<file path="src/rtl/tdm_demux_pkg.sv">
// Shared definitions for the TDM serial link receiver: state encodings and
// default link geometry (channel count and word width).
package tdm_demux_pkg;

    // Receiver FSM encodings, kept as 1-bit constants so the transmitter
    // side and legacy code can share the same values.
    localparam logic [0:0] ST_IDLE  = 1'b0;
    localparam logic [0:0] ST_SHIFT = 1'b1;

    // Default link geometry.
    localparam int DEF_CHANNELS = 4;
    localparam int DEF_WIDTH    = 8;

    // Framing: words go out channel 0 first, each word MSB first.
    localparam bit MSB_FIRST = 1'b1;

endpackage

</file>
<file path="src/rtl/tdm_demux_shift_in_reg.sv">
// Serial-in / parallel-out register. New bits enter at the LSB so that, with
// the word sent MSB first, the oldest bit ends up at the top. A clear
// together with a shift loads only the incoming bit (used on frame resync).
module shift_in_reg #(
    parameter int WIDTH = 8
) (
    input  logic             clk,
    input  logic             rst_n,
    input  logic             shift_en,
    input  logic             clr,
    input  logic             d,
    output logic [WIDTH-1:0] q
);

    logic [WIDTH-1:0] q_q;
    logic [WIDTH-1:0] keep;
    logic [WIDTH:0]   shifted;
    logic [WIDTH-1:0] q_d;

    // Next value: drop old contents on clear, append d at the LSB on shift.
    always_comb begin
        keep    = clr ? '0 : q_q;
        shifted = {keep, d};
        q_d     = q_q;
        if (shift_en) begin
            q_d = shifted[WIDTH-1:0];
        end else if (clr) begin
            q_d = '0;
        end
    end

    // Register update with asynchronous clear.
    always_ff @(posedge clk or negedge rst_n) begin
        if (!rst_n) begin
            q_q <= '0;
        end else begin
            q_q <= q_d;
        end
    end

    assign q = q_q;

endmodule

</file>
<file path="src/rtl/tdm_demux.sv">
// Receiving end of the TDM serial link. Collects CHANNELS words of WIDTH bits
// from a framed serial stream (channel 0 first, MSB first) and writes each
// completed word into its own channel register with a one-cycle strobe.
//
// Handshake: there is no back-pressure. bit_in is consumed on every rising
// edge where bit_valid=1; frame_start only has meaning together with
// bit_valid. Outputs ch_valid/frame_valid/frame_err are single-cycle strobes
// that appear one cycle after the sampling edge of the bit that caused them.
module tdm_demux
    import tdm_demux_pkg::*;
#(
    parameter int CHANNELS = DEF_CHANNELS,
    parameter int WIDTH    = DEF_WIDTH
) (
    input  logic                      clk,
    input  logic                      rst_n,
    input  logic                      bit_in,
    input  logic                      bit_valid,
    input  logic                      frame_start,
    output logic [CHANNELS*WIDTH-1:0] ch_data,
    output logic [CHANNELS-1:0]       ch_valid,
    output logic                      frame_valid,
    output logic                      frame_err,
    output logic                      busy
);

    localparam int BCW = $clog2(WIDTH + 1);
    localparam int CCW = $clog2(CHANNELS + 1);

    logic [0:0]                state_q, state_d;
    logic [BCW-1:0]            bit_cnt_q, bit_cnt_d;
    logic [CCW-1:0]            ch_cnt_q, ch_cnt_d;
    logic [CHANNELS*WIDTH-1:0] ch_data_q, ch_data_d;
    logic [CHANNELS-1:0]       ch_valid_q, ch_valid_d;
    logic                      frame_valid_q, frame_valid_d;
    logic                      frame_err_q, frame_err_d;

    logic                      restart;
    logic                      accept;
    logic [BCW-1:0]            bit_base;
    logic [BCW-1:0]            bit_next;
    logic [CCW-1:0]            ch_base;
    logic                      word_done;
    logic                      frame_done;
    logic [WIDTH-1:0]          sr_q;
    logic [WIDTH-1:0]          sr_keep;
    logic [WIDTH:0]            word_ext;
    logic [WIDTH-1:0]          word;

    // Bit acceptance and word/frame completion. A frame_start bit always
    // begins a frame from position zero, whether idle or mid-frame.
    always_comb begin
        restart    = bit_valid & frame_start;
        accept     = bit_valid & (restart | (state_q == ST_SHIFT));
        bit_base   = restart ? '0 : bit_cnt_q;
        ch_base    = restart ? '0 : ch_cnt_q;
        bit_next   = bit_base + BCW'(1);
        word_done  = accept & (bit_next == BCW'(WIDTH));
        frame_done = word_done & (ch_base == CCW'(CHANNELS - 1));
        sr_keep    = restart ? '0 : sr_q;
        word_ext   = {sr_keep, bit_in};
        word       = word_ext[WIDTH-1:0];
    end

    // FSM, counters, channel registers and strobe next-state.
    always_comb begin
        state_d       = state_q;
        bit_cnt_d     = bit_cnt_q;
        ch_cnt_d      = ch_cnt_q;
        ch_data_d     = ch_data_q;
        ch_valid_d    = '0;
        frame_valid_d = 1'b0;
        frame_err_d   = restart & (state_q == ST_SHIFT);
        if (accept) begin
            if (word_done) begin
                bit_cnt_d  = '0;
                ch_valid_d = CHANNELS'(1) << ch_base;
                for (int c = 0; c < CHANNELS; c++) begin
                    if (ch_base == CCW'(c)) begin
                        ch_data_d[c*WIDTH +: WIDTH] = word;
                    end
                end
                if (frame_done) begin
                    ch_cnt_d      = '0;
                    frame_valid_d = 1'b1;
                    state_d       = ST_IDLE;
                end else begin
                    ch_cnt_d = ch_base + CCW'(1);
                    state_d  = ST_SHIFT;
                end
            end else begin
                bit_cnt_d = bit_next;
                ch_cnt_d  = ch_base;
                state_d   = ST_SHIFT;
            end
        end
    end

    // State and output registers, cleared asynchronously.
    always_ff @(posedge clk or negedge rst_n) begin
        if (!rst_n) begin
            state_q       <= ST_IDLE;
            bit_cnt_q     <= '0;
            ch_cnt_q      <= '0;
            ch_data_q     <= '0;
            ch_valid_q    <= '0;
            frame_valid_q <= 1'b0;
            frame_err_q   <= 1'b0;
        end else begin
            state_q       <= state_d;
            bit_cnt_q     <= bit_cnt_d;
            ch_cnt_q      <= ch_cnt_d;
            ch_data_q     <= ch_data_d;
            ch_valid_q    <= ch_valid_d;
            frame_valid_q <= frame_valid_d;
            frame_err_q   <= frame_err_d;
        end
    end

    shift_in_reg #(
        .WIDTH(WIDTH)
    ) u_shift (
        .clk      (clk),
        .rst_n    (rst_n),
        .shift_en (accept),
        .clr      (restart),
        .d        (bit_in),
        .q        (sr_q)
    );

    assign ch_data     = ch_data_q;
    assign ch_valid    = ch_valid_q;
    assign frame_valid = frame_valid_q;
    assign frame_err   = frame_err_q;
    assign busy        = (state_q == ST_SHIFT);

endmodule

</file>
<file path="config.mk">
export PLATFORM = sky130hd
export DESIGN_NAME = tdm_demux
export DESIGN_NICKNAME = d
export VERILOG_FILES = /design/src/rtl/tdm_demux_pkg.sv /design/src/rtl/tdm_demux_shift_in_reg.sv /design/src/rtl/tdm_demux.sv
export SDC_FILE = /design/constraint.sdc
export NUM_CORES = 1
export LEC_CHECK = 0
export BUFFER_PORTS_ARGS = -buffer_cell sky130_fd_sc_hd__buf_2
export CORE_MARGIN = 8
export CORE_UTILIZATION = 58
export CTS_CLUSTER_SIZE = 16
export DETAILED_ROUTE_END_ITERATION = 6
export PLACE_DENSITY = 0.83
export RECOVER_POWER = 100
export REMOVE_ABC_BUFFERS = 1
export SLEW_MARGIN = 10
export SYNTH_ARGS = -nofsm -noshare
export SYNTH_HDL_FRONTEND = slang
export SYNTH_SLANG_ARGS = --single-unit
export TNS_END_PERCENT = 1
</file>
<file path="constraint.sdc">
create_clock -name clk -period 5.33 [get_ports clk]
set_input_delay 0.533 -clock clk [delete_from_list [all_inputs] [get_ports clk]]
set_output_delay 0.533 -clock clk [all_outputs]
set_load 0.03 [all_outputs]
</file>
# After elaboration in Yosys (flattened, before gate mapping)
# Index checks and enable logic that the tools add are counted.
[classes] n_eq_ne=4 n_addsub=2 shift=1 muxes=14 bitwise=6 n_reduce_logical=5
[ops] op="$mux 4" count=4
[ops] op="$mux 7" count=2
[ops] op="$reduce_and 3->1" count=4
[ops] op="$mux 3" count=3
[ops] op="$eq 3x2->1 const B" count=2
[ops] op="$and 1x1->1" count=5
[ops] op="$mux 1" count=5
[ops] op="$add 4x1->4 const B" count=1
[ops] op="$eq 4x4->1 const B" count=1
[ops] op="$shl 1x3->4 const A" count=1
[ops] op="$add 3x1->3 const B" count=1
[ops] op="$eq 3x1->1 const B" count=1
[ops] op="$logic_not 3->1" count=1
[ops] op="$or 1x1->1" count=1
[totals] output_inout_bits=39 regBits=53 wordCells=43 input_bits=5

# Depth between registers and ports, before layout
[depth] depth_word=9 mapped_depth=10 depth_no_buf=8

# Modules after synthesis
# From an unflattened synthesis, not the netlist that was laid out.
[hier_totals] cells_unflattened=171 area_unflattened_um2=2329.7
[modules_own_cells] mod="tdm_demux" instances=1 seq_area_each_um2=1126.1 area_per_inst_um2=2000.7 cells_each=145
[modules_own_cells] mod="shift_in_reg" instances=1 seq_area_each_um2=200.2 area_per_inst_um2=329.1 cells_each=26

# Least setup slack after synthesis
# Ideal clock, no wire load.
[synth_path] kind="input port to flip-flop" from="input bit_valid" to="register ch_data_q[0], in the netlist ch_data[0]" required_time_ns=5.205 stages=9 setup_ns=0.125 setup_slack_ns=2.825 path_buffers=3 t_arrival_ns=2.380 cell_sequence="nand2_1 -> clkbuf_1 -> and2_1 -> ha_1 -> clkbuf_1 -> nor2b_1 -> and3_4 -> buf_6 -> mux2_4"
[synth_via] elab_chain_len=6 elab_cells_between_ends=10 classes_between="add/sub: 1; eq/ne: 1; mux: 2; bitwise: 4; reduce/logical: 2"
[synth_rtl] item="from (decl)" line_no="tdm_demux.sv:18" source="input logic bit_valid,"
[synth_rtl] item="$and 1x1->1" line_no="tdm_demux.sv:53" source="restart = bit_valid & frame_start;"
[synth_rtl] item="$mux 4" line_no="tdm_demux.sv:55" source="bit_base = restart ? '0 : bit_cnt_q;"
[synth_rtl] item="$add 4x1->4" line_no="tdm_demux.sv:57" source="bit_next = bit_base + BCW'(1);"
[synth_rtl] item="$eq 4x4->1" line_no="tdm_demux.sv:58" source="word_done = accept & (bit_next == BCW'(WIDTH));"
[synth_rtl] item="$and 1x1->1" line_no="tdm_demux.sv:58"
[synth_rtl] item="$reduce_and 3->1 (no line) (*)"
[synth_rtl] item="to (signal assigned)" line_no="tdm_demux.sv:113" source="ch_data_q <= ch_data_d;"
[synth_rtl] item="to (decl)" line_no="tdm_demux.sv:33" source="logic [CHANNELS*WIDTH-1:0] ch_data_q, ch_data_d;"
# Mark *: on every way between the ends. The rest lies on a longest branch, timed or not.
# A chain may end at the register's enable or synchronous reset.

# Worst setup path in the final report
[layout_path] from="input bit_valid" to="register ch_data_q[30], in the netlist ch_data[30]"
[layout_via] elab_chain_len=6 elab_cells_between_ends=11 classes_between="add/sub: 1; eq/ne: 2; mux: 3; bitwise: 4; reduce/logical: 1"
[layout_rtl] item="$and 1x1->1" line_no="tdm_demux.sv:53"
[layout_rtl] item="$mux 4" line_no="tdm_demux.sv:55"
[layout_rtl] item="$add 4x1->4" line_no="tdm_demux.sv:57"
[layout_rtl] item="$eq 4x4->1" line_no="tdm_demux.sv:58"
[layout_rtl] item="$and 1x1->1" line_no="tdm_demux.sv:58"
[layout_rtl] item="$reduce_and 3->1 (no line)"
# Parallel ways exist; a longest one is shown, timed or not.

==> flow_metrics.py <==
metrics = {
    "run_status": {
        "status": "complete, but fails checks",
        "violations": "capacitance limit, slew limit",
    },
    "sta": {
        "min_period_ns": 2.62,
        "relSlewSlack": -0.780,
        "tightest_slew_ns": 2.67,
        "skew_ns": 0.00786,
        "final-hold-violation-count": 0,
        "rsz0062_at_grt": "no",
        "fmax_ghz": 0.382,
        "drv_slew": 71,
        "period_share": 0.491,
        "setup_tns_ns": 0,
        "finalSetupViolCount": 0,
    },
    "critical_path": {
        "critPathLaunchType": "primary input",
        "rrSetupSlack_ns": 3.14,
        "worst-endpoint-required_ns": 5.52,
        "crit_path_end": "ch_data[30]",
        "r2r_end": "ch_data[30]",
        "r2r-start": "bit_cnt_q[0]",
        "path_cells": "clkbuf_1, nand2_1, and2_1, ha_1, nor2b_1, nand3_1, inv_1, mux2_2",
        "critPathMaxStageDelay_ns": 0.44,
        "critical_path.max_fanout": 19,
        "crit_slowest_cell": "nand2_1",
        "cp.arrival_ns": 2.80,
        "r2r_cells": 6,
        "crit_type": "in -> reg",
        "startpoint": "bit_valid",
        "cp.depth": 8,
        "critical_path.top_delay_family": "simple AND/OR/NAND/NOR gates",
        "end_kind": "register",
        "critPathBufInv": 2,
    },
    "yosys": {
        "seq_area_frac_synth": 0.582,
        "ys_ff_latch": 52,
        "postSynthCellCount": 181,
        "synth_top_family_by_area": "multiplexers",
        "syn_area_per_cell_sq_um": 12.4,
        "synth.top_cells.by_count": "dfrtp_1 (52), nand2_1 (33), mux2_2 (18)",
        "async_flop_share": 1.00,
        "yosysTopAreaCell": "dfrtp_1",
        "synth_xor_area_frac": 0.00392,
        "synth-compound-area-share": 0.0940,
        "synth.distinct_cells": 38,
        "synth-main-ff-cell": "dfrtp_1",
        "synthSimpleGateAreaFrac": 0.122,
        "synth_area_sq_um": 2240,
        "synth.area.top_cells": "dfrtp_1 (58%), mux2_2 (9.1%), nand2_1 (5.5%)",
        "synth_edf_count": 0,
        "synth.most_common_cell": "dfrtp_1",
        "yosys_warnings": 0,
        "synth-adder-area-share": 0.0280,
        "muxShareOfSynthArea": 0.144,
        "synth_top_area_share": 0.582,
    },
    "clock_tree": {
        "cts_tree": "yes",
        "holdBufCountCts": 0,
        "numCtsBuffers": 5,
        "cts_resized": 0,
        "numClockSinks": 52,
        "post-cts-setup-buffers": 0,
        "cts_buffer_depth": 2,
        "clock_latency_ns": 0.30,
        "htreeDepth": 2,
        "path_clk_slew_ns": 0.09,
        "ctsRootBufferMaster": "clkbuf_8",
    },
    "drt": {
        "post-route-drc-count": 0,
        "vias_per_cell": 5.31,
        "detail_route.first_pass.iterations": 4,
        "wl_um": 4300,
        "drt_iter0_markers": 76,
        "avgRoutedWirePerCell_um": 15.7,
        "vias": 1455,
        "drtAntennaViolNets": 0,
    },
    "power": {
        "pwr-share-comb": 0.103,
        "internal_power_mw": 0.528,
        "p_leak_nw": 1.26,
        "power_frac_clock": 0.301,
        "power.total_mw": 0.714,
        "peakVddDrop_mv": 0.178,
        "p_per_area_nw_per_um2": 289,
        "sw_frac_of_total": 0.261,
        "seqPwrFrac": 0.596,
        "p_switching_mw": 0.186,
    },
    "finish": {
        "multi_input_area_sq_um": 837,
        "nNetsFinal": 235,
        "fillCellCount": 315,
        "final_area_sq_um": 2470,
        "register_area_sq_um": 1300,
        "n_antenna_cell": 0,
        "drive_gt1_frac": 0.137,
        "area_growth_pct": 10.6,
    },
    "place": {
        "placed_area_sq_um": 2480,
        "hpwl_um": 3060,
        "gp_congestion": 0.866,
        "port_buffers": 43,
    },
    "min_path": {
        "hp-class": "in -> reg",
    },
    "global_route": {
        "grt_max_degree": 53,
        "grt_pass1_vias": 1489,
        "overflow": 0,
        "grt_usage": 0.145,
        "grt_pass1_wl_um": 7060,
        "antenna_found_initial": 0,
    },
    "floorplanning": {
        "die_y_um": 78.1,
        "start_util": 0.606,
        "die_w_um": 78.1,
        "core_sq_um": 3690,
        "dieArea_sq_um": 6100,
        "rows": 22,
        "num_io_pins": 44,
    },
    "run": {
        "drv_cap": 2,
    },
}
## power groups by stage
| stage | logic (mW) | registers [mW] | clock network (mW) |
|---|---|---|---|
| final | 0.0738 | 0.426 | 0.215 |
| after global routing | 0.0835 | 0.428 | 0.239 |
| after CTS | 0.0785 | 0.425 | 0.228 |
| after detailed placement | 0.0780 | 0.433 | 0 |
| after global placement | 0.0760 | 0.432 | 0 |
| after floorplan | 0.0489 | 0.435 | 0 |
## layout by cell type (no fill, tap or decap), drive strengths merged, types with 2 or more instances in the layout
cell	instances
clkinv	3
dfrtp	52
a21oi	3
mux2	26
buf	2
nand3	2
nand2	33
clkbuf	46
a21boi	2
o21ai	14
and2	10
o21a	2
ha	5
and3b	3
a41o	2
inv	6
## routing by layer
| layer | wire length (um) | part of all wire | vias up | track usage |
|---|---|---|---|---|
| li1 | - | - | 710 | - |
| met1 | 1880 | 0.44 | 714 | 0.166 |
| met2 | 2160 | 0.50 | 27 | 0.247 |
| met3 | 219 | 0.051 | 4 | 0.0513 |
| met4 | 46 | 0.011 | 0 | 0.0444 |
| met5 | 0 | 0 | - | 0 |
## metrics by stage
stage          instances  setup WS (ns)   util  hold slack [ns]
4_1_cts              274           2.80  0.695            0.463
3_3_place_gp         266           2.53  0.671            0.458
3_5_place_dp         266           2.47  0.671            0.467
5_1_grt              274           2.17  0.670            0.473
6_report             274           2.71  0.670            0.479
2_1_floorplan        175           3.03      -            0.237
## sequential cells by signal (all words and copies together) (netlist names)
name	cells
busy	1
ch_data	32
ch_cnt_q	3
frame_err	1
u_shift.q	7
bit_cnt_q	4
ch_valid	4
## cell type report
cell class / instances / share of cell area
Sequential cell: 52 / 0.526
Multi-Input combinational cell: 117 / 0.339
Timing Repair Buffer: 43 / 0.0663
Clock buffer: 5 / 0.0278
Tap cell: 48 / 0.0243
Inverter: 6 / 0.00911
Clock inverter: 3 / 0.00759
## worst min-delay path: cells and delay by family
| family | cells | cell delay (ns) |
|---|---|---|
| AND/OR/NAND/NOR | 2 | 0.10 |
| buffers and inverters | 1 | 0.12 |
## worst min-delay path by stage
| stage | from | endpoint | slack, ns | cells after the start |
|---|---|---|---|---|
| after floorplan | rst_n | bit_cnt_q[0] | 0.24 | 0 |
| after global placement | u_shift.q[6] | u_shift.q[6] | 0.46 | 2 |
| after detailed placement | u_shift.q[6] | u_shift.q[6] | 0.47 | 2 |
| after CTS | rst_n | u_shift.q[1] | 0.46 | 1 |
| after global routing | bit_in | u_shift.q[0] | 0.47 | 3 |
| final | bit_in | u_shift.q[0] | 0.48 | 3 |
## logic make-up after synthesis
group                    count (synthesis)
AND/OR/NAND/NOR                         54
buffers and inverters                   12
AO/OA/AOI/OAI                           31
adder cells (fa/ha/maj)                  5
flip-flops                              52
XOR/XNOR                                 1
multiplexers                            26
No activity file was read; power rests on OpenSTA's default activity.
